===== src/rtl/vga_sync_receiver.sv =====
// Recovers pixel column/line from an hsync/vsync/video_on stream and tracks timing lock
// against the nominal line and frame lengths, flagging loss of lock.
module vga_sync_receiver #(
    parameter int H_TOTAL     = 800,
    parameter int V_TOTAL     = 525,
    parameter int HD          = 640,
    parameter int VD          = 480,
    parameter int LOCK_FRAMES = 2
) (
    input  logic       clk_100Mhz,
    input  logic       reset,
    input  logic       p_tick,
    input  logic       hsync,
    input  logic       vsync,
    input  logic       video_on,
    output logic [9:0] x,
    output logic [9:0] y,
    output logic       pixel_valid,
    output logic       locked,
    output logic       frame_start,
    output logic       sync_error,
    output logic [9:0] h_meas,
    output logic [9:0] v_meas
);
    localparam logic [9:0] LP_H_TOTAL = 10'(H_TOTAL);
    localparam logic [9:0] LP_V_TOTAL = 10'(V_TOTAL);
    localparam logic [9:0] LP_HD      = 10'(HD);
    localparam logic [9:0] LP_VD      = 10'(VD);
    localparam logic [9:0] LP_MAX     = 10'd1023;
    localparam logic [2:0] LP_LOCK    = 3'(LOCK_FRAMES);

    typedef enum logic [1:0] {
        ST_SEARCH,
        ST_ACQUIRE,
        ST_LOCKED
    } state_t;

    state_t     r_state;
    state_t     w_state_next;
    logic [2:0] r_good;
    logic [2:0] w_good_next;

    logic       r_hs_d;
    logic       r_vs_d;
    logic [9:0] r_x;
    logic [9:0] r_y;
    logic [9:0] r_h_meas;
    logic [9:0] r_v_meas;
    logic       r_pixel_valid;
    logic       r_frame_start;
    logic       r_sync_error;

    logic       w_hs_fall;
    logic       w_vs_fall;
    logic       w_frame_end;
    logic       w_line_bad;
    logic       w_frame_bad;
    logic       w_misalign;
    logic       w_x_sat;
    logic [9:0] w_x_inc;
    logic [9:0] w_y_inc;
    logic [9:0] w_x_next;
    logic [9:0] w_y_next;
    logic       w_fs_next;
    logic       w_se_next;
    logic       w_pv_next;

    assign w_hs_fall   = r_hs_d & ~hsync;
    assign w_vs_fall   = r_vs_d & ~vsync;
    assign w_frame_end = w_hs_fall & w_vs_fall;
    assign w_misalign  = w_vs_fall & ~w_hs_fall;

    assign w_x_inc = (r_x == LP_MAX) ? LP_MAX : r_x + 10'd1;
    assign w_y_inc = (r_y == LP_MAX) ? LP_MAX : r_y + 10'd1;

    // The incremented value doubles as the just-finished line/frame length.
    assign w_line_bad  = w_hs_fall & (w_x_inc != LP_H_TOTAL);
    assign w_frame_bad = w_frame_end & (w_y_inc != LP_V_TOTAL);
    assign w_x_sat     = ~w_hs_fall & (w_x_inc == LP_MAX);

    assign w_x_next = w_hs_fall ? 10'd0 : w_x_inc;
    assign w_y_next = w_hs_fall ? (w_vs_fall ? 10'd0 : w_y_inc) : r_y;

    // A bad line leaves ACQUIRE at once, so a frame reaching its end had no bad line.
    always_comb begin
        w_state_next = r_state;
        w_good_next  = r_good;
        w_fs_next    = 1'b0;
        w_se_next    = 1'b0;
        if (p_tick) begin
            case (r_state)
                ST_SEARCH: begin
                    if (w_frame_end) begin
                        w_state_next = ST_ACQUIRE;
                        w_good_next  = 3'd0;
                    end
                end
                ST_ACQUIRE: begin
                    if (w_line_bad || w_misalign || w_frame_bad) begin
                        w_state_next = ST_SEARCH;
                    end else if (w_frame_end) begin
                        w_good_next = r_good + 3'd1;
                        if (r_good + 3'd1 == LP_LOCK) begin
                            w_state_next = ST_LOCKED;
                            w_fs_next    = 1'b1;
                        end
                    end
                end
                ST_LOCKED: begin
                    if (w_line_bad || w_misalign || w_frame_bad || w_x_sat) begin
                        w_state_next = ST_SEARCH;
                        w_se_next    = 1'b1;
                    end else if (w_frame_end) begin
                        w_fs_next = 1'b1;
                    end
                end
                default: w_state_next = ST_SEARCH;
            endcase
        end
    end

    assign w_pv_next = (w_state_next == ST_LOCKED) & video_on &
                       (w_x_next < LP_HD) & (w_y_next < LP_VD);

    always_ff @(posedge clk_100Mhz) begin
        if (!reset) begin
            r_state <= ST_SEARCH;
            r_good  <= 3'd0;
        end else begin
            r_state <= w_state_next;
            r_good  <= w_good_next;
        end
    end

    always_ff @(posedge clk_100Mhz) begin
        if (!reset) begin
            r_hs_d        <= 1'b0;
            r_vs_d        <= 1'b0;
            r_x           <= 10'd0;
            r_y           <= 10'd0;
            r_h_meas      <= 10'd0;
            r_v_meas      <= 10'd0;
            r_pixel_valid <= 1'b0;
            r_frame_start <= 1'b0;
            r_sync_error  <= 1'b0;
        end else begin
            r_frame_start <= w_fs_next;
            r_sync_error  <= w_se_next;
            if (p_tick) begin
                r_hs_d        <= hsync;
                r_vs_d        <= vsync;
                r_x           <= w_x_next;
                r_y           <= w_y_next;
                r_pixel_valid <= w_pv_next;
                if (w_hs_fall) begin
                    r_h_meas <= w_x_inc;
                end
                if (w_frame_end) begin
                    r_v_meas <= w_y_inc;
                end
            end
        end
    end

    assign x           = r_x;
    assign y           = r_y;
    assign h_meas      = r_h_meas;
    assign v_meas      = r_v_meas;
    assign pixel_valid = r_pixel_valid;
    assign locked      = (r_state == ST_LOCKED);
    assign frame_start = r_frame_start;
    assign sync_error  = r_sync_error;

endmodule


===== config.mk =====
export PLATFORM = sky130hd
export DESIGN_NAME = vga_sync_receiver
export DESIGN_NICKNAME = d
export VERILOG_FILES = /design/src/rtl/vga_sync_receiver.sv
export SDC_FILE = /design/constraint.sdc
export NUM_CORES = 1
export LEC_CHECK = 0
export BUFFER_PORTS_ARGS = -buffer_cell sky130_fd_sc_hd__buf_2
export CELL_PAD_IN_SITES_DETAIL_PLACEMENT = 0
export CELL_PAD_IN_SITES_GLOBAL_PLACEMENT = 1
export CORE_UTILIZATION = 35
export CTS_BUF_LIST = sky130_fd_sc_hd__clkbuf_8
export DETAILED_ROUTE_END_ITERATION = 8
export PLACE_DENSITY_LB_ADDON = 0.1
export SYNTH_ARGS = -nofsm -noshare
export SYNTH_HDL_FRONTEND = slang
export SYNTH_SLANG_ARGS = --single-unit

===== constraint.sdc =====
create_clock -name clk_100Mhz -period 5.7 [get_ports clk_100Mhz]
set_clock_uncertainty 0.1 [all_clocks]
set_input_delay 0.855 -clock clk_100Mhz [delete_from_list [all_inputs] [get_ports clk_100Mhz]]
set_output_delay 0.855 -clock clk_100Mhz [all_outputs]
set_load 0.02 [all_outputs]

==> out/results.ini, run 1 <==
[finish]
diodes=0
layout-drive-gt1-share=0.192
synthToLayoutAreaGrowth_pct=11.6
layout.nets=409

[placement]
gp_congestion=0.839
io_buffers=49
pre_cts_slack_ps=2160
hpwl_um=5730

[routing]
wl_um=7890
dr_total_vias=2668
postRouteAntennaNets=0
routedWlPerCell_um=15.8
drtPass1Iterations=4
vias_per_cell=5.36
drc_errors=0
drt_iter0_drc=232

[sta]
worst_pin_slew_ps=822
fmax_ghz=0.319
slew_headroom=0.450
setup_viol=0
fin_crit_sh=0.550
whs_ps=356
fin_ws_ps=2570
finalHoldViolations=0
rsz0062_at_grt=false
slew_viol_final=0
timing.final.crit_period_ps=3130
setup_tns_ps=0

[die]
rows=32
die_area_um2=8600
core-area_um2=7850
die_w_um=92.8
ios=50
die_h_um=92.8
start_util=0.367

[critical_path]
r2r_end=pixel_valid
endpoint=r_good[2]
regToRegSetupSlack_ps=2710
rr_worst_depth=8
cp-end-kind=flop
crit_type=in2reg
startpoint=hsync
reg2reg_from=x[0]
required_ps=5780
cp.arrival_ps=3210
worst_setup_path_start_kind=input port
path_max_fanout=24

[global_route]
grt_pass1_vias=2501
grt_first_pass_wirelength_um=13200
antenna_found_initial=0
track_usage=0.193
grt_max_degree=28
grt_overflow_total=0

[yosys]
ys_ff_latch=50
ys.flop_type=dfxtp_1
synth_edf_count=0
synth_cells=366
synthesis.area_um2=2880
synth.distinct_cells=59
synth_fp_nets=380
async_flop_share=0
yosys_warnings=0
yosysSeqAreaShare=0.347
synth.avg_cell_area_um2=7.88

[run]
max_cap_viol_count=0

[cts]
cts_made_buffers=5
post_cts_buffers=0
clk-insertion-delay-late_ps=300
ctsLongestPathBuffers=2
numClockSinks=50
cts_root_buffer=clkbuf_8
cts_max_level=2
cts_resized=0
cts_hold_buf=0
cts_tree=built
clkSlewWorstSetupHoldPaths_ps=100

[power_and_ir_drop]
finalPower_mw=0.650
irDropWorstVdd_uv=94.8
pwr_density_cell_nw_per_um2=202
p_leak_nw=1.28

[worst_hold_path]
min-delay-start=v_meas[9]
hold_path.class=reg2reg
worstHoldPathCells=2

[run_status]
status=finished, final reports clean

## registers in the layout, summed over array words and instances (netlist names), 2 cells and up
| register | flops |
|---|---|
| r_state | 2 |
| y | 10 |
| h_meas | 10 |
| r_good | 3 |
| x | 10 |
| v_meas | 10 |
## metrics by stage
| step | cells | utilization | instance area (um^2) |
|---|---|---|---|
| floorplan | 366 | - | 2880 |
| global placement | 490 | 0.396 | 3110 |
| detailed placement | 490 | 0.396 | 3110 |
| CTS | 498 | 0.410 | 3220 |
| global route | 498 | 0.410 | 3220 |
| finish | 498 | 0.410 | 3220 |
## cell usage in the layout (no fill, tap or decap), types with 2 or more instances in the layout
| cell type | Yosys | routed |
|---|---|---|
| a21o_1 | 3 | 3 |
| a21oi_1 | 31 | 31 |
| a21oi_2 | 2 | 2 |
| a22o_1 | 2 | 2 |
| a22oi_1 | 3 | 3 |
| a311oi_1 | 2 | 2 |
| a31o_2 | 2 | 2 |
| a31oi_1 | 8 | 8 |
| a41o_1 | 2 | 2 |
| and2_1 | 3 | 3 |
| and3_1 | 7 | 7 |
| and3_4 | 2 | 2 |
| and4_1 | 3 | 3 |
| buf_2 | 7 | 49 |
| clkbuf_8 | 0 | 5 |
| dfxtp_1 | 50 | 50 |
| ha_1 | 8 | 8 |
| inv_1 | 6 | 7 |
| mux2i_1 | 7 | 7 |
| nand2_1 | 38 | 38 |
| nand2b_1 | 7 | 7 |
| nand3_1 | 19 | 19 |
| nand4_1 | 7 | 7 |
| nand4b_1 | 2 | 2 |
| nor2_1 | 45 | 45 |
| nor2b_1 | 4 | 4 |
| nor3_1 | 13 | 13 |
| o2111ai_1 | 2 | 2 |
| o211ai_1 | 2 | 2 |
| o21ai_0 | 24 | 24 |
| o21ai_1 | 3 | 3 |
| o221a_2 | 2 | 2 |
| o22ai_1 | 2 | 2 |
| xnor2_1 | 4 | 4 |
| xor2_1 | 3 | 3 |
## how the worst min path moves through the flow
| stage | end | slack [ps] |
|---|---|---|
| 2_1_floorplan | r_good[1] | 370 |
| 3_3_place_gp | v_meas[0] | 340 |
| 3_5_place_dp | v_meas[0] | 340 |
| 4_1_cts | v_meas[0] | 360 |
| 5_1_grt | v_meas[9] | 380 |
| 6_report | v_meas[9] | 360 |
## where the power goes
group | total, mW | switching [mW] | internal, mW
sequential | 0.357 | 0.00421 | 0.353
combinational | 0.0414 | 0.0288 | 0.0126
clock | 0.251 | 0.122 | 0.129
total | 0.650 | 0.155 | 0.495
## layout make-up
| class | count | area (um^2) |
|---|---|---|
| tap | 102 | 128 |
| fill | 844 | 4630 |
| clock inverter | 3 | 41.3 |
| sequential | 50 | 1000 |
| clock buffer | 5 | 68.8 |
| inverter | 7 | 26.3 |
| timing repair buffer | 49 | 245 |
| multi-input combinational | 282 | 1710 |
## kinds of logic (layout without fill, tap and decap cells)
group	count (synthesis)	after routing	synth area share
DFF	50	50	0.347
AOI/OAI and AO/OA	99	99	0.229
and+or+nand+nor	159	159	0.273
xor gates and xnor gates	7	7	0.0213
muxes	9	9	0.0343
adders and majority gates	8	8	0.0347
buffers and inverters	34	64	0.0603
## routing by layer
| metal | wire length (um) | GRT usage |
|---|---|---|
| met3 | 351 | 0.0353 |
| met4 | 72 | 0.0487 |
| met1 | 4170 | 0.297 |
| met5 | 0 | 0 |
| met2 | 3300 | 0.270 |
## worst max-delay path: stages
cell,delay (ps)
buf_2,110
nor2b_1,330
nand2_1,550
nor2_1,820
o21ai_0,320
nand2_1,140
a31oi_1,70
## synth_stat cells, drive strengths merged, types with 3 or more instances
cell,instances,area share
a21o,3,0.0078
a21oi,33,0.060
a22oi,3,0.0078
a31oi,8,0.017
and2,4,0.0087
and3,9,0.023
and4,5,0.016
buf,15,0.036
clkbuf,12,0.016
dfxtp,50,0.35
ha,8,0.035
inv,7,0.0091
mux2i,8,0.029
nand2,38,0.049
nand2b,7,0.015
nand3,20,0.036
nand4,7,0.015
nor2,46,0.061
nor2b,4,0.0087
nor3,13,0.023
o21ai,27,0.047
or3,3,0.0087
xnor2,4,0.012
xor2,3,0.0091
Note: power is estimated with default switching activity, not from simulation.
==> inputs of run 2 (changes only) <==
Settings changed: ABC_AREA set to 1.
Clock period 5.7 ns to 2.9 ns, I/O delays scaled along.
==> out/results.ini, run 2 <==
[run_status]
status=finished, final reports clean

[power_and_ir_drop]
irDropWorstVdd_uv=175
p_switching_mw=0.323
internal_power_mw=0.981
p_leak_nw=1.64
sequentialPowerShare=0.540
power_frac_comb=0.075
switching_share=0.248
p_clk_frac=0.385
pwr_density_cell_nw_per_um2=401

[yosys]
synthXorXnorAreaFrac=0.00640
yosysSeqAreaShare=0.366
synth_area_leaders=dfxtp_1, nand2_1, inv_1, nor2_1, nand3_1
synth_cells=415
synthAdderAreaFrac=0.0366
synth-simple-area-share=0.339
synth.avg_cell_area_um2=6.60
ys.flop_type=dfxtp_1
synth_commonest_cells=nand2_1, inv_1, nor2_1
synthesis.area_um2=2740
synth_top_area_share=0.366
ys_ff_latch=50
synth.distinct_cells=36
yosys_warnings=0
async_flop_share=0
synth_fp_nets=429
synth_compound_area_frac=0.148
synth.area.mux_share=0
yosysMostFrequentCell=nand2_1
yosysTopAreaCell=dfxtp_1
synth_top_family_by_area=simple AND/OR/NAND/NOR gates
synth_edf_count=0

[global_route]
grt_first_pass_wirelength_um=12600
track_usage=0.191
grt_pass1_vias=2558
antenna_found_initial=0
grt_overflow_total=0
grt_max_degree=17

[die]
die_w_um=90.4
die_h_um=90.4
core-area_um2=7410
ios=50
die_area_um2=8180
start_util=0.370
rows=31

[routing]
dr_total_vias=2761
drc_errors=0
vias_per_cell=4.83
postRouteAntennaNets=0
drt_iter0_drc=101
routedWlPerCell_um=13.1
drtPass1Iterations=4
wl_um=7490

[sta]
fin_ws_ps=480
worst_pin_slew_ps=601
rsz0062_at_grt=false
finalHoldViolations=0
slew_headroom=0.596
setup_tns_ps=0
slew_viol_final=0
setup_viol=0
timing.final.crit_period_ps=2420
fmax_ghz=0.413
fin_crit_sh=0.834

[finish]
synthToLayoutAreaGrowth_pct=18.7
final_common_cell=nand2_1
layout-drive-gt1-share=0.175
final_cell_mix=nand2_1, inv_1, nor2_1
layout.nets=486
multi_input_area_um2=1450
diodes=0
final_core_util=0.439
fillerInstances=817
regArea_um2=1000

[critical_path]
crit_top_cell=nor2_1
cp-end-kind=flop
path_buf_inv=0
required_ps=3010
cp_slowest_cell=dfxtp_1
cp_top_family=simple AND/OR/NAND/NOR gates
cp.arrival_ps=2530
regToRegSetupSlack_ps=480
crit_type=reg2reg
path_max_fanout=8
crit_path_cell_trace=ha_1, nor2_1, nand2_1, nor2_1, nand3_1, nor2_1, nand4_1, nand2_1, nand2_2, nor2_2, a21oi_2, nor2_4, o21ai_0, nand2_1, nor2_1
worst_setup_path_start_kind=flop
max_stage_delay_ps=490

[cts]
post_cts_buffers=0
numClockSinks=50
cts_made_buffers=5
cts_tree=built
clk-insertion-delay-late_ps=300
cts_resized=0
cts_max_level=2
cts_hold_buf=0
ctsLongestPathBuffers=2
clkSlewWorstSetupHoldPaths_ps=100
cts_root_buffer=clkbuf_8

[placement]
io_buffers=49
gp_congestion=0.847
hpwl_um=5820
pre_cts_slack_ps=375

[worst_hold_path]
hold_path.class=in2reg

[run]
max_cap_viol_count=0

==> run 2: cell types whose count changed in the layout (fill, tap and decap cells not counted), sizes merged, moves of 7 or more <==
cell / change
nand3: +11
nor2: +17
a21oi: -23
mux2i: -8
nor3: -8
and3: -9
o22ai: +8
nand2: +68
nand2b: -7
buf: +9
a31oi: -7
inv: +59
==> run 2: cells by family (layout without fill, tap and decap cells) <==
family	after synthesis	after routing
and+or+nand+nor	213	213
buffers and inverters	76	134
AOI/OAI and AO/OA	66	66
DFF	50	50
adders and majority gates	8	8
xor gates and xnor gates	2	2
==> run 2: path summary, 6_finish.rpt <==
path,start,end,cells after the start
min reg2reg,pixel_valid,pixel_valid,2
max,y[0],r_good[0],15
max reg2reg,y[0],r_good[0],15
min,vsync,r_vs_d,3
==> run 2: cell type report <==
cell class	instances	share of cell area
multi-input combinational	289	0.446
sequential	50	0.308
timing repair buffer	58	0.0962
inverter	68	0.0785
tap	99	0.0381
clock buffer	5	0.0212
clock inverter	3	0.0123
==> run 2: stage by stage <==
step	std cells	hold slack (ps)	power (mW)	cell area, um^2
3_3_place_gp	564	346	0.818	3140
3_5_place_dp	564	345	0.818	3140
4_1_cts	572	245	1.32	3250
5_1_grt	572	265	1.37	3250
2_1_floorplan	415	348	0.780	2740
6_report	572	247	1.30	3250
==> run 2: worst reg2reg max path, delay by kind of cell (launching register included) <==
kind            cells  cell delay, ps
simple gates       12            1270
compound gates      2             170
flops               1             490
fa+ha+maj           1             310
==> run 2: power by group through the flow <==
| stage | clock network (mW) | logic (mW) | registers (mW) |
|---|---|---|---|
| 2_1_floorplan | 0 | 0.0493 | 0.730 |
| 3_3_place_gp | 0 | 0.0973 | 0.720 |
| 3_5_place_dp | 0 | 0.0974 | 0.720 |
| 4_1_cts | 0.514 | 0.0977 | 0.704 |
| 5_1_grt | 0.551 | 0.108 | 0.706 |
| 6_report | 0.503 | 0.0974 | 0.705 |
==> run 2: layer usage <==
metal / wire length (um) / up-vias / GRT usage
li1: - / 1444 / -
met1: 3620 / 1228 / 0.254
met2: 3460 / 81 / 0.320
met3: 340 / 8 / 0.0345
met4: 72 / 0 / 0.0457
met5: 0 / - / 0
